## config.mk

```make
export PLATFORM = sky130hd
export DESIGN_NAME = dcache_controller
export DESIGN_NICKNAME = d
export VERILOG_FILES = /design/src/rtl/dcache_pkg.sv /design/src/rtl/dcache_tag_array.sv /design/src/rtl/dcache_controller.sv
export SDC_FILE = /design/constraint.sdc
export NUM_CORES = 2
export LEC_CHECK = 0
export CORE_ASPECT_RATIO = 2
export CORE_MARGIN = 1
export CORE_UTILIZATION = 25
export DETAILED_ROUTE_END_ITERATION = 16
export PLACE_DENSITY_LB_ADDON = 0.08
export SKIP_CTS_REPAIR_TIMING = 1
export SYNTH_ARGS = -nofsm -noshare
export SYNTH_HDL_FRONTEND = slang
export SYNTH_HIERARCHICAL = 1
export SYNTH_SLANG_ARGS = --single-unit
```

## constraint.sdc

```tcl
create_clock -name clk -period 7.7 [get_ports clk]
set_input_delay 2.31 -clock clk [delete_from_list [all_inputs] [get_ports clk]]
set_output_delay 2.31 -clock clk [all_outputs]
set_load 0.05 [all_outputs]
```

## src/rtl/dcache_pkg.sv

```systemverilog
// Shared types, constants and address-split helpers for the direct-mapped
// write-through data cache.
package dcache_pkg;

  localparam int WORD_W = 32;

  typedef enum logic [1:0] {
    S_IDLE      = 2'd0,
    S_MEM_READ  = 2'd1,
    S_MEM_WRITE = 2'd2,
    S_FLUSH     = 2'd3
  } state_e;

  // Low index_w bits select the line; callers cast down to their index width.
  function automatic logic [WORD_W-1:0] addr_index(input logic [WORD_W-1:0] addr,
                                                   input int index_w);
    logic [WORD_W-1:0] mask;
    mask = (32'd1 << index_w) - 32'd1;
    return addr & mask;
  endfunction

  function automatic logic [WORD_W-1:0] addr_tag(input logic [WORD_W-1:0] addr,
                                                 input int index_w);
    return addr >> index_w;
  endfunction

  function automatic logic [WORD_W-1:0] sat_inc(input logic [WORD_W-1:0] value);
    return (value == {WORD_W{1'b1}}) ? value : value + 32'd1;
  endfunction

endpackage

```

## src/rtl/dcache_tag_array.sv

```systemverilog
// Valid/tag/data storage for the data cache: combinational read, synchronous
// write and a single-cycle invalidate-all.
module dcache_tag_array
  import dcache_pkg::*;
#(
  parameter int LINES   = 64,
  parameter int INDEX_W = $clog2(LINES)
) (
  input  logic                      clk,
  input  logic                      rst_n,
  input  logic                      clear,
  input  logic [INDEX_W-1:0]        rd_index,
  output logic                      rd_valid,
  output logic [WORD_W-INDEX_W-1:0] rd_tag,
  output logic [WORD_W-1:0]         rd_data,
  input  logic                      wr_en,
  input  logic [INDEX_W-1:0]        wr_index,
  input  logic [WORD_W-INDEX_W-1:0] wr_tag,
  input  logic [WORD_W-1:0]         wr_data
);

  logic [LINES-1:0]          valid_q;
  logic [LINES-1:0]          valid_d;
  logic [WORD_W-INDEX_W-1:0] tag_mem  [LINES];
  logic [WORD_W-1:0]         data_mem [LINES];

  always_comb begin
    valid_d = valid_q;
    if (clear) begin
      valid_d = {LINES{1'b0}};
    end else if (wr_en) begin
      valid_d[wr_index] = 1'b1;
    end else begin
      valid_d = valid_q;
    end
  end

  always_ff @(posedge clk) begin
    if (!rst_n) begin
      valid_q <= {LINES{1'b0}};
    end else begin
      valid_q <= valid_d;
    end
  end

  // A write coinciding with reset belongs to an aborted transaction and is dropped.
  always_ff @(posedge clk) begin
    if (rst_n && wr_en) begin
      tag_mem[wr_index]  <= wr_tag;
      data_mem[wr_index] <= wr_data;
    end
  end

  assign rd_valid = valid_q[rd_index];
  assign rd_tag   = tag_mem[rd_index];
  assign rd_data  = data_mem[rd_index];

endmodule

```

## src/rtl/dcache_controller.sv

```systemverilog
// Direct-mapped, write-through, no-write-allocate data cache controller between
// the load/store stage and main memory; one-cycle read hits, hit/miss counters.
module dcache_controller
  import dcache_pkg::*;
#(
  parameter int LINES       = 64,
  parameter int INDEX_W     = $clog2(LINES),
  parameter int MEM_LATENCY = 2
) (
  input  logic              clk,
  input  logic              rst_n,
  input  logic              cpuReq,
  input  logic              cpuWrite,
  input  logic [WORD_W-1:0] cpuAddress,
  input  logic [WORD_W-1:0] cpuWriteData,
  input  logic              flush,
  output logic              cpuDone,
  output logic [WORD_W-1:0] cpuReadData,
  output logic              busy,
  output logic [WORD_W-1:0] memAddress,
  output logic              memReadEnable,
  output logic              memWriteEnable,
  output logic [WORD_W-1:0] memDataIn,
  input  logic [WORD_W-1:0] memDataOut,
  output logic [WORD_W-1:0] hitCount,
  output logic [WORD_W-1:0] missCount
);

  localparam int TAG_W = WORD_W - INDEX_W;
  localparam int CNT_W = (MEM_LATENCY > 1) ? $clog2(MEM_LATENCY) : 1;
  localparam logic [CNT_W-1:0] LAST_WAIT = CNT_W'(MEM_LATENCY - 1);

  state_e            state_q, state_d;
  logic [CNT_W-1:0]  wait_q, wait_d;
  logic              wr_hit_q, wr_hit_d;
  logic              done_q, done_d;
  logic [WORD_W-1:0] rdata_q, rdata_d;
  logic [WORD_W-1:0] mem_addr_q, mem_addr_d;
  logic [WORD_W-1:0] mem_din_q, mem_din_d;
  logic              mem_re_q, mem_re_d;
  logic              mem_we_q, mem_we_d;
  logic [WORD_W-1:0] hit_cnt_q, hit_cnt_d;
  logic [WORD_W-1:0] miss_cnt_q, miss_cnt_d;

  logic [INDEX_W-1:0] rd_index_s, wr_index_s;
  logic [TAG_W-1:0]   cpu_tag_s, wr_tag_s, rd_tag_s;
  logic [WORD_W-1:0]  rd_data_s, line_wdata_s;
  logic               rd_valid_s, hit_s, line_we_s, clear_s;

  // Lookup uses the live request address; fills and updates use the captured one.
  assign rd_index_s = INDEX_W'(addr_index(cpuAddress, INDEX_W));
  assign cpu_tag_s  = TAG_W'(addr_tag(cpuAddress, INDEX_W));
  assign wr_index_s = INDEX_W'(addr_index(mem_addr_q, INDEX_W));
  assign wr_tag_s   = TAG_W'(addr_tag(mem_addr_q, INDEX_W));
  assign hit_s      = rd_valid_s && (rd_tag_s == cpu_tag_s);
  assign clear_s    = (state_q == S_FLUSH);

  dcache_tag_array #(
    .LINES   (LINES),
    .INDEX_W (INDEX_W)
  ) u_tag_array (
    .clk      (clk),
    .rst_n    (rst_n),
    .clear    (clear_s),
    .rd_index (rd_index_s),
    .rd_valid (rd_valid_s),
    .rd_tag   (rd_tag_s),
    .rd_data  (rd_data_s),
    .wr_en    (line_we_s),
    .wr_index (wr_index_s),
    .wr_tag   (wr_tag_s),
    .wr_data  (line_wdata_s)
  );

  always_comb begin
    state_d      = state_q;
    wait_d       = wait_q;
    wr_hit_d     = wr_hit_q;
    done_d       = 1'b0;
    rdata_d      = rdata_q;
    mem_addr_d   = mem_addr_q;
    mem_din_d    = mem_din_q;
    mem_re_d     = 1'b0;
    mem_we_d     = 1'b0;
    hit_cnt_d    = hit_cnt_q;
    miss_cnt_d   = miss_cnt_q;
    line_we_s    = 1'b0;
    line_wdata_s = mem_din_q;
    case (state_q)
      S_IDLE: begin
        if (flush) begin
          state_d = S_FLUSH;
        end else if (cpuReq && !done_q) begin
          if (cpuWrite) begin
            state_d    = S_MEM_WRITE;
            mem_addr_d = cpuAddress;
            mem_din_d  = cpuWriteData;
            mem_we_d   = 1'b1;
            wr_hit_d   = hit_s;
            wait_d     = {CNT_W{1'b0}};
          end else if (hit_s) begin
            done_d    = 1'b1;
            rdata_d   = rd_data_s;
            hit_cnt_d = sat_inc(hit_cnt_q);
          end else begin
            state_d    = S_MEM_READ;
            mem_addr_d = cpuAddress;
            mem_re_d   = 1'b1;
            wait_d     = {CNT_W{1'b0}};
            miss_cnt_d = sat_inc(miss_cnt_q);
          end
        end else begin
          state_d = S_IDLE;
        end
      end
      S_MEM_READ: begin
        if (wait_q == LAST_WAIT) begin
          line_we_s    = 1'b1;
          line_wdata_s = memDataOut;
          rdata_d      = memDataOut;
          done_d       = 1'b1;
          state_d      = S_IDLE;
        end else begin
          wait_d   = wait_q + CNT_W'(1);
          mem_re_d = 1'b1;
        end
      end
      S_MEM_WRITE: begin
        if (wait_q == LAST_WAIT) begin
          line_we_s = wr_hit_q;
          done_d    = 1'b1;
          state_d   = S_IDLE;
        end else begin
          wait_d   = wait_q + CNT_W'(1);
          mem_we_d = 1'b1;
        end
      end
      S_FLUSH: begin
        state_d = S_IDLE;
      end
      default: begin
        state_d = S_IDLE;
      end
    endcase
  end

  always_ff @(posedge clk) begin
    if (!rst_n) begin
      state_q    <= S_IDLE;
      wait_q     <= {CNT_W{1'b0}};
      wr_hit_q   <= 1'b0;
      done_q     <= 1'b0;
      rdata_q    <= 32'd0;
      mem_addr_q <= 32'd0;
      mem_din_q  <= 32'd0;
      mem_re_q   <= 1'b0;
      mem_we_q   <= 1'b0;
      hit_cnt_q  <= 32'd0;
      miss_cnt_q <= 32'd0;
    end else begin
      state_q    <= state_d;
      wait_q     <= wait_d;
      wr_hit_q   <= wr_hit_d;
      done_q     <= done_d;
      rdata_q    <= rdata_d;
      mem_addr_q <= mem_addr_d;
      mem_din_q  <= mem_din_d;
      mem_re_q   <= mem_re_d;
      mem_we_q   <= mem_we_d;
      hit_cnt_q  <= hit_cnt_d;
      miss_cnt_q <= miss_cnt_d;
    end
  end

  assign cpuDone        = done_q;
  assign cpuReadData    = rdata_q;
  assign busy           = (state_q != S_IDLE);
  assign memAddress     = mem_addr_q;
  assign memReadEnable  = mem_re_q;
  assign memWriteEnable = mem_we_q;
  assign memDataIn      = mem_din_q;
  assign hitCount       = hit_cnt_q;
  assign missCount      = miss_cnt_q;

endmodule

```

### After elaboration in Yosys (flattened, before gate mapping)

Memories as Yosys holds them, arrays and structs flattened.
Index checks and enable logic that the tools add are counted.

* flip-flop bits (word level): 231
* latch bits: 0
* RAM bits: 3712
* memory bits (read-only): 0
* input bits: 101
* output and inout bits: 164
* logic and storage cells: 106
* memories kept: 2

* add/sub/neg operators: 3
* multipliers: 0
* divide/modulo/power cells: 0
* $lt $le $gt $ge: 3
* eq/ne operators: 15
* shift-type cells: 0
* mux-type cells: 46
* bitwise operators: 7
* reduce and logical (&&, ||, !) cells: 18

Memories
* u_tag_array.data_mem: depth 64, width 32, rd ports 1, clocked after memory_dff 0, wr ports 1, RTL line dcache_tag_array.sv:25 `logic [WORD_W-1:0] data_mem [LINES];`
* u_tag_array.tag_mem: depth 64, width 26, rd ports 1, clocked after memory_dff 0, wr ports 1, RTL line dcache_tag_array.sv:24 `logic [WORD_W-INDEX_W-1:0] tag_mem [LINES];`

Operators by type and width (count)
* $mux 32: 9
* $add 32x1->32 const B: 2
* $eq 32x32->1 const B: 2
* $or 64x64->64: 1
* $pmux 32 s2: 1
* $eq 26x26->1: 1
* $mux 1: 23
* $reduce_and 6->1: 3
* $lt 6x7->1 const B: 2
* $ne 2x2->1 const B: 6
* $reduce_and 4->1: 3
* $mux 2: 5
* $pmux 1 s2: 5
* $bmux 1 s6: 1
* $demux 1 s6: 1
* $ge 6x1->1 const B: 1
* $not 1->1: 6
* $pmux 2 s3: 1
* $reduce_bool 2->1: 3
* $ne 5x5->1 const B: 1
* $eq 2x2->1 const B: 2
* $logic_and 1x1->1: 4
* $reduce_or 2->1: 2
* $ne 3x3->1 const B: 1
* 6 further kinds: 6

### Depth between registers and ports, before layout

* word-level depth: 8
* gate-level depth with buffers: 17
* gate-level depth less buffers: 11

### Modules after synthesis

Netlist, hierarchy kept.

By module, submodules not included
* dcache_tag_array: times used 1, cells an instance 6400, area each 143058.5 sq um, seq. area each 112748.1 sq um
* dcache_controller: times used 1, cells an instance 960, area each 8308.0 sq um, seq. area each 3343.2 sq um

### Worst setup path before layout

Ideal clock, no wire load.

* path kind: input to register
* start: input port rst_n
* end: memory u_tag_array.data_mem[20][0] (enable)
* setup time: 0.474 ns
* data arrival time: 5.239 ns
* required time: 7.226 ns
* slack: 1.986 ns
* stages on the path: 3
* buffers on the path: 1
* cell sequence: clkbuf_1 > nand2_1 > nor2_1

* cells in the longest elaborated chain, start to end: 3

RTL lines
* start, declared: RTL line dcache_controller.sv:11 `input logic rst_n,`
* $logic_and 1x1->1: RTL line dcache_tag_array.sv:48 `if (rst_n && wr_en) begin`
* $mux 1: RTL line dcache_tag_array.sv:48
* $mux 1 (not written as such): RTL line dcache_tag_array.sv:50 `data_mem[wr_index] <= wr_data;`
* end, declared: RTL line dcache_tag_array.sv:25

Every way passes these cells.

### Final worst setup path

* start: input port cpuAddress[0]
* end: register hit_cnt_q[27], in the netlist hitCount[27]

* cells in the longest elaborated chain, start to end: 4

RTL lines
* start, declared: RTL line dcache_controller.sv:14 `input logic [WORD_W-1:0] cpuAddress,`
* $mem_v2 64x26
* via rd_tag_s[4]: RTL line dcache_controller.sv:46 `logic [TAG_W-1:0] cpu_tag_s, wr_tag_s, rd_tag_s;`
* $eq 26x26->1: RTL line dcache_controller.sv:55 `assign hit_s = rd_valid_s && (rd_tag_s == cpu_tag_s);`
* $logic_and 1x1->1: RTL line dcache_controller.sv:55
* $reduce_and 6->1 (no line)
* end signal, assigned: RTL line dcache_controller.sv:170 `hit_cnt_q <= hit_cnt_d;`
* end, declared: RTL line dcache_controller.sv:42 `logic [WORD_W-1:0] hit_cnt_q, hit_cnt_d;`

The timed path passes the listed nets, and every way through them passes these cells. The select of a mux whose other input is x is not followed.
A chain may end at the register's enable or synchronous reset.

==> flow_metrics.py <==
metrics = {
    "synth": {
        "synth_cells": 7360,
        "synthesis.yosys.warnings": 6,
        "synth.net_count": 7467,
        "post_synth_num_cell_types": 69,
        "async_flop_share": 0,
        "synth.yosys.seq_area_share": 0.767,
        "synth.avg_cell_area_um2": 20.6,
        "synth-seq-cells": 3943,
        "synth_edf_count": 3712,
        "synth_top_flop_cell": "sky130_fd_sc_hd__edfxtp_1",
        "synth_area_mm2": 0.151,
    },
    "place": {
        "routabilityCongestion": 0.770,
        "dpl.hpwl_um": 373000,
        "buffer_ports.inserted": 264,
        "placed_area_mm2": 0.168,
    },
    "clock_tree": {
        "tritoncts": "done",
        "clkSlewWorstSetupHoldPaths_ns": 0.07,
        "clkSinkCount": 3943,
        "clockBufferDepth": 5,
        "worst_skew_pair.late_latency_ns": 1.07,
        "tritoncts.num_buffers": 404,
        "ctsHtreeMaxLevel": 5,
        "clock_tree.root_cell": "sky130_fd_sc_hd__clkbuf_16",
    },
    "setup_path": {
        "critPathCaptureType": "register",
        "ff2ff_setup_slack_ns": 2.69,
        "cp_data_arrival_time_ns": 7.83,
        "crit_path_start_kind": "primary input",
        "reg2reg_from": "u_tag_array/tag_mem[13][18]",
        "worst-r2r-cell-count": 15,
        "timing.setup.critical_path_class": "in2reg",
        "crit_path_start": "cpuAddress[0]",
        "crit_path_max_fanout": 39,
        "crit_end": "hitCount[27]",
        "critical_path.reg2reg.endpoint": "hitCount[27]",
        "required_ns": 8.62,
    },
    "grt": {
        "grt_antenna_before_repair": 24,
        "grt_start_max_net_pins": 84,
        "grt_overflow_total": 0,
        "grt_pass1_wl_um": 818000,
        "grt_pass1_vias": 84900,
        "grt_usage": 0.201,
    },
    "timing": {
        "finClkSkew_ns": 0.0791,
        "max-slew-margin-rel": 0.121,
        "worst_pin_slew_ns": 1.32,
        "drv_slew": 0,
        "timing.final.crit_period_ns": 6.91,
        "finalHoldViolations": 0,
        "finalCritPeriodShare": 0.897,
        "grt_setup_unrepaired": "no",
        "max_freq_ghz": 0.145,
        "finalSetupViolCount": 0,
    },
    "floorplanning": {
        "die-area_mm2": 0.609,
        "initial_utilization": 0.251,
        "die_w_um": 552,
        "die-height_um": 1100,
        "coreArea_mm2": 0.603,
        "core.rowCount": 403,
        "ioPinCount": 265,
    },
    "cells_and_area": {
        "post-route-util": 0.299,
        "layout.cells.most_common": "sky130_fd_sc_hd__edfxtp_1",
        "finish.instance_area_mm2": 0.180,
        "finish.net_count": 8210,
        "final_layout_size_suffix_gt1_frac": 0.261,
        "layout_common_cells": "sky130_fd_sc_hd__edfxtp_1 (3712), sky130_fd_sc_hd__mux4_2 (883), sky130_fd_sc_hd__buf_4 (427)",
        "area_delta_synth_final_pct": 19.2,
    },
    "drt": {
        "wl_per_cell_um": 37.9,
        "post-route-drc-count": 0,
        "drtPass1Iterations": 6,
        "overall_via_count_from_detail_route": 80600,
        "detail_route.iter0.violations": 7821,
        "route.detailed.vias_per_inst": 4.93,
        "final_routed_wirelength_um": 618000,
        "final_antenna_net_count": 0,
    },
    "power": {
        "ir_worst_vdd_mv": 0.159,
        "power.density_mw_per_mm2": 262,
        "leakage_nw": 56.1,
    },
    "hold_path": {
        "hold_start": "u_tag_array/valid_q[3]",
        "min-delay-path-class": "reg2reg",
    },
    "status": {
        "run_status": "completed",
    },
    "run": {
        "cap_violations": 0,
    },
}
[cell usage after synthesis, types with 14 or more instances]
cell type | count | area (um2)
sky130_fd_sc_hd__a21oi_1 | 150 | 751
sky130_fd_sc_hd__a311oi_1 | 23 | 201
sky130_fd_sc_hd__o22a_1 | 31 | 272
sky130_fd_sc_hd__a211oi_1 | 38 | 285
sky130_fd_sc_hd__nand2b_1 | 39 | 244
sky130_fd_sc_hd__buf_4 | 37 | 278
sky130_fd_sc_hd__mux4_2 | 883 | 19900
sky130_fd_sc_hd__buf_2 | 155 | 776
sky130_fd_sc_hd__o31ai_1 | 14 | 105
sky130_fd_sc_hd__mux2_2 | 59 | 664
sky130_fd_sc_hd__or3_1 | 23 | 144
sky130_fd_sc_hd__nand2_1 | 363 | 1360
sky130_fd_sc_hd__edfxtp_1 | 3712 | 111000
sky130_fd_sc_hd__nand3_1 | 138 | 691
sky130_fd_sc_hd__a22oi_1 | 118 | 886
sky130_fd_sc_hd__dfxtp_1 | 231 | 4620
sky130_fd_sc_hd__xnor2_1 | 26 | 228
sky130_fd_sc_hd__or4_1 | 15 | 113
sky130_fd_sc_hd__and2_1 | 17 | 106
sky130_fd_sc_hd__buf_6 | 15 | 169
sky130_fd_sc_hd__o221a_2 | 31 | 349
sky130_fd_sc_hd__o21ai_0 | 23 | 115
sky130_fd_sc_hd__o221ai_1 | 100 | 876
sky130_fd_sc_hd__nor2b_1 | 38 | 238
sky130_fd_sc_hd__clkbuf_1 | 214 | 803
sky130_fd_sc_hd__nand4_1 | 133 | 832
sky130_fd_sc_hd__mux2i_1 | 181 | 1810
sky130_fd_sc_hd__buf_1 | 24 | 90.1
sky130_fd_sc_hd__nor3_1 | 29 | 145
sky130_fd_sc_hd__nor2_1 | 185 | 694
sky130_fd_sc_hd__o22ai_1 | 121 | 757
sky130_fd_sc_hd__and3_1 | 84 | 526
sky130_fd_sc_hd__inv_1 | 15 | 56.3
[metal layers]
layer | GRT usage | vias to the layer above | routed length [um]
li1 | - | 32300 | -
met1 | 0.234 | 45300 | 237000
met2 | 0.384 | 2282 | 340000
met3 | 0.0214 | 620 | 23800
met4 | 0.0579 | 2 | 17400
met5 | 0 | - | 10
[worst min path at each step]
stage                                         end  cells past startpoint
after floorplan           u_tag_array/valid_q[10]                      2
after global placement    u_tag_array/valid_q[12]                      2
after detailed placement  u_tag_array/valid_q[10]                      2
after CTS                  u_tag_array/valid_q[3]                      2
after global routing      u_tag_array/valid_q[11]                      2
final                      u_tag_array/valid_q[3]                      2
[flip-flops by register name (all words and copies together) (netlist names), 2 cells and up]
register / count
state_q: 2
memAddress: 32
u_tag_array/valid_q: 64
cpuReadData: 32
u_tag_array/data_mem: 2048
memDataIn: 32
hitCount: 32
missCount: 32
u_tag_array/tag_mem: 1664
[power breakdown]
part           internal, mW  switching (mW)  total (mW)
combinational          1.07            2.47        3.54
sequential             23.9           0.114        24.0
clock                  11.1            8.65        19.8
[through the flow]
stage               setup slack (ns)  TNS, ns  total power, mW  cells  hold slack, ns
floorplan                       1.99        0             26.3   7360           0.431
global placement              -0.260    -4.71             28.1  15600           0.443
detailed placement            -0.174    -3.37             28.1  15600           0.457
CTS                            0.981        0             48.0  16300           0.472
global route                   0.733        0             48.7  16300           0.489
finish                         0.794        0             47.3  16300           0.471
[worst max-delay path, cell delays in order]
cell                       delay, ns
sky130_fd_sc_hd__buf_16         0.28
sky130_fd_sc_hd__buf_4          0.76
sky130_fd_sc_hd__mux4_2         0.59
sky130_fd_sc_hd__a22oi_1        0.24
sky130_fd_sc_hd__nand4_1        0.28
sky130_fd_sc_hd__and3_1         0.31
sky130_fd_sc_hd__xnor2_1        0.57
sky130_fd_sc_hd__nand4_1        0.39
sky130_fd_sc_hd__nor4_4         0.68
sky130_fd_sc_hd__buf_12         0.24
sky130_fd_sc_hd__nand2_1        0.11
sky130_fd_sc_hd__buf_12         0.16
sky130_fd_sc_hd__buf_4          0.16
sky130_fd_sc_hd__o311ai_0       0.39
sky130_fd_sc_hd__o41ai_1        0.15
[area by class of cell]
type / count / area, um2
multi-input cells: 2954 / 33700
repair buffers: 783 / 7740
inverters: 17 / 66.3
flip-flops and latches: 3943 / 116000
clock buffers: 501 / 10800
clock inverters: 219 / 2060
fillers: 58400 / 422000
diodes: 9 / 22.5
well taps: 7897 / 9880
[cell families after synthesis]
| family | share of synthesized area |
|---|---|
| and+or+nand+nor | 0.0359 |
| adders and majority gates | 0.000496 |
| muxes | 0.148 |
| AOI/OAI and AO/OA | 0.0329 |
| xor gates and xnor gates | 0.00156 |
| buffers and inverters | 0.0144 |
| DFF | 0.767 |
Power figures use the tool's default switching activity.
